**src/rtl/pool_pkg.sv**
```systemverilog
// Shared types, FSM encoding and default frame geometry for the 2x2 pooling front-end.
package pool_pkg;

  localparam int unsigned DATA_W_DEF = 16;
  localparam int unsigned IMG_W_DEF  = 28;
  localparam int unsigned IMG_H_DEF  = 28;

  typedef logic [DATA_W_DEF-1:0] pixel_t;

  // Horizontal pixel pair from an even row: even column in the upper half.
  typedef struct packed {
    pixel_t even_px;
    pixel_t odd_px;
  } pair_t;

  typedef enum logic [1:0] {
    S_RECV = 2'd0,
    S_POOL = 2'd1,
    S_OUT  = 2'd2
  } state_t;

endpackage

```
**src/rtl/pool_line_buffer.sv**
```systemverilog
// Holds the even row as horizontal pixel pairs until the matching odd row arrives.
module pool_line_buffer
  import pool_pkg::*;
#(
  parameter int unsigned DATA_W = DATA_W_DEF,
  parameter int unsigned DEPTH  = IMG_W_DEF / 2,
  parameter int unsigned AW     = 4
) (
  input  logic                clk,
  input  logic                wr_en,
  input  logic [AW-1:0]       wr_addr,
  input  logic [2*DATA_W-1:0] wr_data,
  input  logic [AW-1:0]       rd_addr,
  output logic [2*DATA_W-1:0] rd_data
);

  logic [2*DATA_W-1:0] mem_q [DEPTH];

  // Storage is never cleared; every entry is written before it is read.
  always_ff @(posedge clk) begin
    if (wr_en) begin
      mem_q[wr_addr] <= wr_data;
    end
  end

  assign rd_data = mem_q[rd_addr];

endmodule

```
**src/rtl/pool_window_feeder.sv**
```systemverilog
// Raster-order pixel feeder: buffers a row pair, presents each 2x2 window to
// pooling_2x2 over start/finish, and streams the pooled result out.
module pool_window_feeder
  import pool_pkg::*;
#(
  parameter int unsigned DATA_W = DATA_W_DEF,
  parameter int unsigned IMG_W  = IMG_W_DEF,
  parameter int unsigned IMG_H  = IMG_H_DEF
) (
  input  logic              clk,
  input  logic              rst_n,
  input  logic              in_valid,
  input  logic [DATA_W-1:0] in_data,
  output logic              in_ready,
  output logic              pool_start,
  output logic [DATA_W-1:0] pool_p00,
  output logic [DATA_W-1:0] pool_p01,
  output logic [DATA_W-1:0] pool_p10,
  output logic [DATA_W-1:0] pool_p11,
  input  logic              pool_finish,
  input  logic [DATA_W-1:0] pool_pixel,
  output logic              out_valid,
  output logic [DATA_W-1:0] out_data,
  output logic              out_last,
  input  logic              out_ready
);

  localparam int unsigned COL_W = $clog2(IMG_W);
  localparam int unsigned ROW_W = $clog2(IMG_H);
  localparam int unsigned LB_D  = IMG_W / 2;
  localparam int unsigned LB_AW = (LB_D > 1) ? $clog2(LB_D) : 1;
  localparam logic [COL_W-1:0] COL_LAST = COL_W'(IMG_W - 1);
  localparam logic [ROW_W-1:0] ROW_LAST = ROW_W'(IMG_H - 1);

  state_t state_q, state_d;

  logic [COL_W-1:0]  col_q, col_d;
  logic [ROW_W-1:0]  row_q, row_d;
  logic [DATA_W-1:0] hold_q, hold_d;
  logic [DATA_W-1:0] p00_q, p00_d, p01_q, p01_d, p10_q, p10_d, p11_q, p11_d;
  logic              win_last_q, win_last_d;
  logic              in_ready_q, in_ready_d;
  logic              pool_start_q, pool_start_d;
  logic              out_valid_q, out_valid_d;
  logic [DATA_W-1:0] out_data_q, out_data_d;
  logic              out_last_q, out_last_d;

  logic                in_hs;
  logic                win_px;
  logic                lb_we;
  logic [LB_AW-1:0]    lb_idx;
  logic [2*DATA_W-1:0] lb_wdata;
  logic [2*DATA_W-1:0] lb_rdata;

  assign in_hs  = in_valid & in_ready_q;
  assign win_px = in_hs & row_q[0] & col_q[0];
  assign lb_idx = LB_AW'(col_q >> 1);

  pool_line_buffer #(
    .DATA_W (DATA_W),
    .DEPTH  (LB_D),
    .AW     (LB_AW)
  ) u_line_buffer (
    .clk     (clk),
    .wr_en   (lb_we),
    .wr_addr (lb_idx),
    .wr_data (lb_wdata),
    .rd_addr (lb_idx),
    .rd_data (lb_rdata)
  );

  // State register
  always_ff @(posedge clk or negedge rst_n) begin
    if (!rst_n) begin
      state_q <= S_RECV;
    end else begin
      state_q <= state_d;
    end
  end

  // Next-state logic
  always_comb begin
    state_d = state_q;
    unique case (state_q)
      S_RECV:  if (win_px)      state_d = S_POOL;
      S_POOL:  if (pool_finish) state_d = S_OUT;
      S_OUT:   if (out_ready)   state_d = S_RECV;
      default:                  state_d = S_RECV;
    endcase
  end

  // Outputs are decoded from the next state so they align with the state register.
  always_comb begin
    col_d        = col_q;
    row_d        = row_q;
    hold_d       = hold_q;
    p00_d        = p00_q;
    p01_d        = p01_q;
    p10_d        = p10_q;
    p11_d        = p11_q;
    win_last_d   = win_last_q;
    out_data_d   = out_data_q;
    out_last_d   = out_last_q;
    lb_we        = 1'b0;
    lb_wdata     = {hold_q, in_data};
    in_ready_d   = (state_d == S_RECV);
    pool_start_d = (state_d == S_POOL);
    out_valid_d  = (state_d == S_OUT);

    if (in_hs) begin
      if (col_q == COL_LAST) begin
        col_d = '0;
        row_d = (row_q == ROW_LAST) ? '0 : row_q + ROW_W'(1);
      end else begin
        col_d = col_q + COL_W'(1);
      end

      if (!col_q[0]) begin
        hold_d = in_data;
      end else if (!row_q[0]) begin
        lb_we = 1'b1;
      end else begin
        p00_d      = lb_rdata[2*DATA_W-1:DATA_W];
        p01_d      = lb_rdata[DATA_W-1:0];
        p10_d      = hold_q;
        p11_d      = in_data;
        win_last_d = (row_q == ROW_LAST) && (col_q == COL_LAST);
      end
    end

    if ((state_q == S_POOL) && pool_finish) begin
      out_data_d = pool_pixel;
      out_last_d = win_last_q;
    end
  end

  // Datapath and registered outputs
  always_ff @(posedge clk or negedge rst_n) begin
    if (!rst_n) begin
      col_q        <= '0;
      row_q        <= '0;
      hold_q       <= '0;
      p00_q        <= '0;
      p01_q        <= '0;
      p10_q        <= '0;
      p11_q        <= '0;
      win_last_q   <= 1'b0;
      in_ready_q   <= 1'b0;
      pool_start_q <= 1'b0;
      out_valid_q  <= 1'b0;
      out_data_q   <= '0;
      out_last_q   <= 1'b0;
    end else begin
      col_q        <= col_d;
      row_q        <= row_d;
      hold_q       <= hold_d;
      p00_q        <= p00_d;
      p01_q        <= p01_d;
      p10_q        <= p10_d;
      p11_q        <= p11_d;
      win_last_q   <= win_last_d;
      in_ready_q   <= in_ready_d;
      pool_start_q <= pool_start_d;
      out_valid_q  <= out_valid_d;
      out_data_q   <= out_data_d;
      out_last_q   <= out_last_d;
    end
  end

  assign in_ready   = in_ready_q;
  assign pool_start = pool_start_q;
  assign pool_p00   = p00_q;
  assign pool_p01   = p01_q;
  assign pool_p10   = p10_q;
  assign pool_p11   = p11_q;
  assign out_valid  = out_valid_q;
  assign out_data   = out_data_q;
  assign out_last   = out_last_q;

endmodule

```
**config.mk**
```make
export PLATFORM = sky130hd
export DESIGN_NAME = pool_window_feeder
export DESIGN_NICKNAME = d
export VERILOG_FILES = /design/src/rtl/pool_pkg.sv /design/src/rtl/pool_line_buffer.sv /design/src/rtl/pool_window_feeder.sv
export SDC_FILE = /design/constraint.sdc
export NUM_CORES = 1
export LEC_CHECK = 0
export BUFFER_PORTS_ARGS = -buffer_cell sky130_fd_sc_hd__buf_2
export CORE_UTILIZATION = 45
export DETAILED_ROUTE_END_ITERATION = 8
export PLACE_DENSITY = 0.73
export SETUP_SLACK_MARGIN = 0.02
export SLEW_MARGIN = 15
export SYNTH_ARGS = -nofsm -noshare
export SYNTH_HDL_FRONTEND = slang
export SYNTH_SLANG_ARGS = --single-unit
```
**constraint.sdc**
```tcl
create_clock -name clk -period 7.4 [get_ports clk]
set_input_delay 0.74 -clock clk [delete_from_list [all_inputs] [get_ports clk]]
set_output_delay 0.74 -clock clk [all_outputs]
set_load 0.02 [all_outputs]
```
==> results of run 1 <==
## per-stage QoR
stage	util	cell area [µm²]	power [mW]	hold WS, ns	cells
floorplan	-	21500	6.07	0.441	1220
global placement	0.485	22700	6.77	0.456	1900
detailed placement	0.486	22800	6.85	0.462	1902
CTS	0.522	24500	9.48	0.199	2000
global route	0.524	24500	9.81	0.228	2003
finish	0.524	24500	9.42	0.177	2003
## flip-flops by register name, indices dropped and copies added, names as in the netlist
name / flops
pool_p01: 16
u_line_buffer.mem_q: 448
in_ready: 1
out_valid: 1
pool_p10: 16
col_q: 5
hold_q: 16
out_data: 16
pool_start: 1
pool_p00: 16
state_q: 2
win_last_q: 1
pool_p11: 16
row_q: 5
out_last: 1
## routing by layer
metal	part of all wire	GRT usage	wire [µm]
met5	0	0	0
met3	0.065	0.0351	3060
met4	0.019	0.0600	882
met2	0.49	0.319	23000
met1	0.43	0.269	20000
## cells by family (layout without fill, tap and decap cells)
logic type	Yosys count	in the layout	share of synthesized area
AOI/OAI and AO/OA	91	91	0.0287
xor gates and xnor gates	1	1	0.000407
adders and majority gates	2	2	0.00116
buffers and inverters	67	243	0.0199
DFF	561	561	0.757
muxes	238	238	0.140
and+or+nand+nor	260	260	0.0535
## synth_stat cells, drive strengths merged
cell type | n | area [µm²]
a21o | 1 | 7.51
a22o | 1 | 8.76
a31oi | 1 | 6.26
buf | 50 | 365
clkbuf | 17 | 63.8
dfrtp | 113 | 2830
edfxtp | 448 | 13500
ha | 2 | 25.0
mux2 | 37 | 417
mux2i | 155 | 1550
mux4 | 46 | 1040
nand2 | 123 | 464
nand2b | 3 | 18.8
nand3 | 5 | 25.0
nand3b | 5 | 37.5
nand4 | 2 | 12.5
nand4b | 1 | 8.76
nor2 | 73 | 274
nor2b | 1 | 6.26
nor3 | 5 | 30.0
nor3b | 3 | 22.5
nor4 | 9 | 56.3
o21a | 1 | 7.51
o21ai | 13 | 65.1
o22a | 23 | 201
o22ai | 50 | 313
o31ai | 1 | 7.51
or2 | 2 | 12.5
or3 | 25 | 156
or3b | 3 | 26.3
xnor2 | 1 | 8.76
## how the worst min path moves through the flow
stage | startpoint | to | slack, ns
global placement | pool_p11[4] | pool_p11[4] | 0.46
CTS | rst_n | pool_p00[5] | 0.20
floorplan | rst_n | col_q[0] | 0.44
global route | rst_n | out_data[0] | 0.23
detailed placement | pool_p11[14] | pool_p11[14] | 0.46
finish | rst_n | out_data[5] | 0.18
## worst reg2reg max path, stage by stage, from the launching register on
cell and delay (ns):
dfrtp_1 0.40, nand2_1 0.19, nor3b_1 0.67, nand2_1 0.43, nor3_2 0.97, buf_4 0.50
## power breakdown
group | total, mW | leakage (nW) | switching, mW | internal (mW)
clock | 2.63 | 0.817 | 1.14 | 1.50
sequential | 4.51 | 5.50 | 0.518 | 3.99
combinational | 2.27 | 2.79 | 1.30 | 0.972
total | 9.42 | 9.11 | 2.96 | 6.46
## cell type report
class,instances,area share
Tap cell,607,0.0309
Multi-Input combinational cell,592,0.200
Clock buffer,79,0.0622
Sequential cell,561,0.663
Clock inverter,19,0.00652
Timing Repair Buffer,145,0.0370
==> metrics, run 1 <==
status=finished with violations; failing checks=DRC; yosys warns=0; number of setup buffers added after CTS=0; final worst path period share=0.471; Setup Crit Path Kind=reg2reg; CP Launch Point=in_ready; GRT Total Usage=0.196; most common cell after layout, fill and taps aside=edfxtp_1; Initial Util=0.459; register area share after synthesis=0.757; Avg WL per Cell=23.4 µm; most frequent CP cell=nand2_1; unrepaired setup endpoints after global routing=no; Syn-to-layout area delta=14.1%; WP data arrival=3.73 ns; area of the multi-input gates=0.00491 mm²; CP top delay family=simple AND/OR/NAND/NOR gates; clk buf depth=3; Iter 0 DRT Violations=1,127; CTS tree=done; Max-slew headroom=0.192; diodes inserted=0; I/O Pins=121; FF-to-FF End=u_line_buffer.mem_q[0][16]; core area=0.0469 mm²; Leak Pwr=9.11 nW; Mapped Nets=1,259; Final Hold Viols=0; cts bufs inserted=53; #FFs+latches synth=561; max-slew violations=0; Largest stage delay, worst path=0.97 ns; final worst setup slack=3.91 ns; RR Startpoint=in_ready; count of different cell masters after synthesis=39; r2r setup slk=3.91 ns; final setup skew=0.0262 ns; Critical path destination=u_line_buffer.mem_q[0][16]; Vias/cell=5.64; largest net degree at the start of global routing=129; Die Height=221 µm; Routability Congestion=0.728; worst endpoint required time=7.65 ns; DRT Pass-1 Iters=9; Final nets=1,392; # rows=79; clock root buffer=clkbuf_16; most frequent cells in the layout=edfxtp_1 (448), mux2i_1 (155), nand2_1 (122); # DRC=10; worst-margin pin slew=1.21 ns; remaining antenna violation count=0; setup_tns=0 ns; CP bufs+invs=1; Total Wirelength=46.9 mm; endpoints failing setup=0; mapped cell area=0.0215 mm²; Die ar.=0.0487 mm²; # hold bufs at CTS=0; die span in x=221 µm; initial antenna violation count=1; crit path capture type=flop; Post-CTS Resized=0; first-pass GRT wire length=70.3 mm; Worst path slowest cell=nor3_2; dpl hpwl=26.4 mm; Startpoint Class=flop; layout cells sized above 1=0.210; PD cells=384 mW/mm²; CTS sink count=561; # fillers=3,683; CTS clk-pin slew, worst paths=0.06 ns; Post-Syn Instances=1,220; Max VDD drop=309 µV; maximum net fanout on the critical path=20; total number of vias=11,300; I/O Buffers=120; syn_area_per_cell=17.6 µm²; Place WS=3.42 ns; crit path cell chain=nand2_1 > nor3b_1 > nand2_1 > nor3_2 > buf_4; register area=0.0163 mm²; H-tree levels=2; R2R cell count=5; Stages on worst setup path=5; worst skew pair latency=0.60 ns; maximum clock rate=287 MHz; Max-Cap Viols=0; type of the most critical hold path=in2async; total congestion overflow=0; vias in the first global route=11,400; Final Critical Period=3.49 ns
Note: power is estimated with default switching activity, not from simulation.
==> run 2, diff against run 1 <==
clock period = 3.31 ns   (was 7.4 ns; I/O delays follow)
==> metrics, run 2 (synthesis results as in run 1) <==
status=finished with violations (unchanged); failing checks=DRC (unchanged); Routability Congestion=0.768 (was 0.728); clock root buffer=clkbuf_16 (unchanged); worst endpoint required time=3.58 ns (was 7.65 ns); # DRC=10 (unchanged); Die ar.=0.0487 mm² (unchanged); Stages on worst setup path=6 (was 5); Final nets=1,427 (was 1,392); crit path capture type=flop (unchanged); maximum clock rate=406 MHz (was 287 MHz); dpl hpwl=27.3 mm (was 26.4 mm); Initial Util=0.459 (unchanged); Max VDD drop=443 µV (was 309 µV); R2R cell count=6 (was 5); die span in x=221 µm (unchanged); Max-Cap Viols=0 (unchanged); worst-margin pin slew=0.918 ns (was 1.21 ns); largest net degree at the start of global routing=82 (was 129); cts bufs inserted=55 (was 53); initial antenna violation count=1 (unchanged); core area=0.0469 mm² (unchanged); Setup Crit Path Kind=reg2reg (unchanged); WP data arrival=2.74 ns (was 3.73 ns); CTS clk-pin slew, worst paths=0.06 ns (about the same); Syn-to-layout area delta=16.3% (was 14.1%); final worst path period share=0.745 (was 0.471); Place WS=0.844 ns (was 3.42 ns); max reg flops=448 (unchanged); I/O Pins=121 (unchanged); most common cell after layout, fill and taps aside=edfxtp_1 (unchanged); Final Critical Period=2.46 ns (was 3.49 ns); CTS sink count=561 (unchanged); max-slew violations=0 (unchanged); CP top delay family=simple AND/OR/NAND/NOR gates (unchanged); clk buf depth=3 (unchanged); maximum net fanout on the critical path=12 (was 20); Largest stage delay, worst path=0.49 ns (was 0.97 ns); Critical path destination=u_line_buffer.mem_q[2][25] (was u_line_buffer.mem_q[0][16]); Largest Register=u_line_buffer.mem_q (unchanged); unrepaired setup endpoints after global routing=no (unchanged); Leak Pwr=9.36 nW (was 9.11 nW); Max-slew headroom=0.386 (was 0.192); I/O Buffers=120 (unchanged); Total Wirelength=49.0 mm (was 46.9 mm); type of the most critical hold path=in2reg (was in2async); crit path cell chain=nand2_1 > nor3b_1 > buf_4 > nand2_1 > nor2_4 > buf_4 (was nand2_1 > nor3b_1 > nand2_1 > nor3_2 > buf_4); Final Hold Viols=0 (unchanged); hold_ws=0.0368 ns (was 0.177 ns); total number of vias=11,500 (was 11,300); total congestion overflow=0 (unchanged); most frequent cells in the layout=edfxtp_1 (448), mux2i_1 (155), nand2_1 (122) (unchanged); CTS tree=done (unchanged); FF-to-FF End=u_line_buffer.mem_q[2][25] (was u_line_buffer.mem_q[0][16]); number of setup buffers added after CTS=0 (unchanged); Startpoint Class=flop (unchanged); CP bufs+invs=2 (was 1); Die Height=221 µm (unchanged); Avg WL per Cell=24.0 µm (was 23.4 µm); final setup skew=0.0254 ns (was 0.0262 ns); final worst setup slack=0.846 ns (was 3.91 ns); GRT Total Usage=0.208 (was 0.196); Worst path slowest cell=nor2_4 (was nor3_2); worst skew pair latency=0.60 ns (about the same); DRT Pass-1 Iters=7 (was 9); setup_tns=0 ns (unchanged); diodes inserted=0 (unchanged); layout cells sized above 1=0.222 (was 0.210); remaining antenna violation count=0 (unchanged); vias in the first global route=11,900 (was 11,400); CP Launch Point=in_ready (unchanged); endpoints failing setup=0 (unchanged); Vias/cell=5.64 (about the same); RR Startpoint=in_ready (unchanged); PD cells=861 mW/mm² (was 384 mW/mm²); # rows=79 (unchanged); first-pass GRT wire length=73.8 mm (was 70.3 mm); Iter 0 DRT Violations=1,077 (was 1,127); r2r setup slk=0.85 ns (was 3.91 ns); H-tree levels=2 (unchanged)
## run 2: cell types whose count changed in the layout (fill, tap and decap cells not counted), sizes merged
cell | previous run | this run
bufinv | 2 | 4
buf | 145 | 161
dlygate4sd3 | 0 | 17
inv | 2 | 1
clkinv | 11 | 22
clkbuf | 79 | 73
## run 2: what timing repair did
action | 4_1_cts | 5_1_grt
gates resized for setup | 0 | 0
hold buffers | 17 | 0
hold endpoints to repair | 96 | 0
## run 2: layer usage
metal  GRT usage  routed length, µm  up-vias  share of wire
met3      0.0422               3680       64          0.075
li1            -                  -     5046              -
met4      0.0614               1000        0          0.020
met5           0                  0        -              0
met2       0.333              23400      450           0.48
met1       0.288              20900     5961           0.43
## run 2: metrics by stage
step           area (µm²)  utilization  power (mW)  instances
5_1_grt             25000        0.534        22.5       2042
3_5_place_dp        23000        0.491        15.4       1921
4_1_cts             25000        0.534        21.7       2042
3_3_place_gp        23000        0.491        15.3       1921
6_report            25000        0.534        21.5       2042
2_1_floorplan       21500            -        13.6       1220
## run 2: how the worst min path moves through the flow
stage	cells after the start	slack (ns)	start	to
after CTS	3	0.01	pool_finish	pool_start
after detailed placement	2	0.46	pool_p11[2]	pool_p11[2]
final	3	0.04	pool_finish	pool_start
after global placement	2	0.45	pool_p11[2]	pool_p11[2]
after global routing	3	0.03	pool_finish	pool_start
after floorplan	0	0.04	rst_n	col_q[0]
## run 2: final cells by class
type	instances	area (µm²)
clock buffer	73	1560
timing repair buffer	178	1200
tap	607	759
multi-input combinational	592	4930
fill	3661	21800
sequential	561	16300
clock inverter	31	285
## run 2: report_power, final
group	switching, mW	internal (mW)
Clock	2.63	3.63
Sequential	1.00	8.93
Combinational	3.10	2.24
## run 2: tightest hold or removal path, cell delays in order
cell,delay (ns)
buf_2,0.08
mux2_2,0.15
nor2_1,0.04
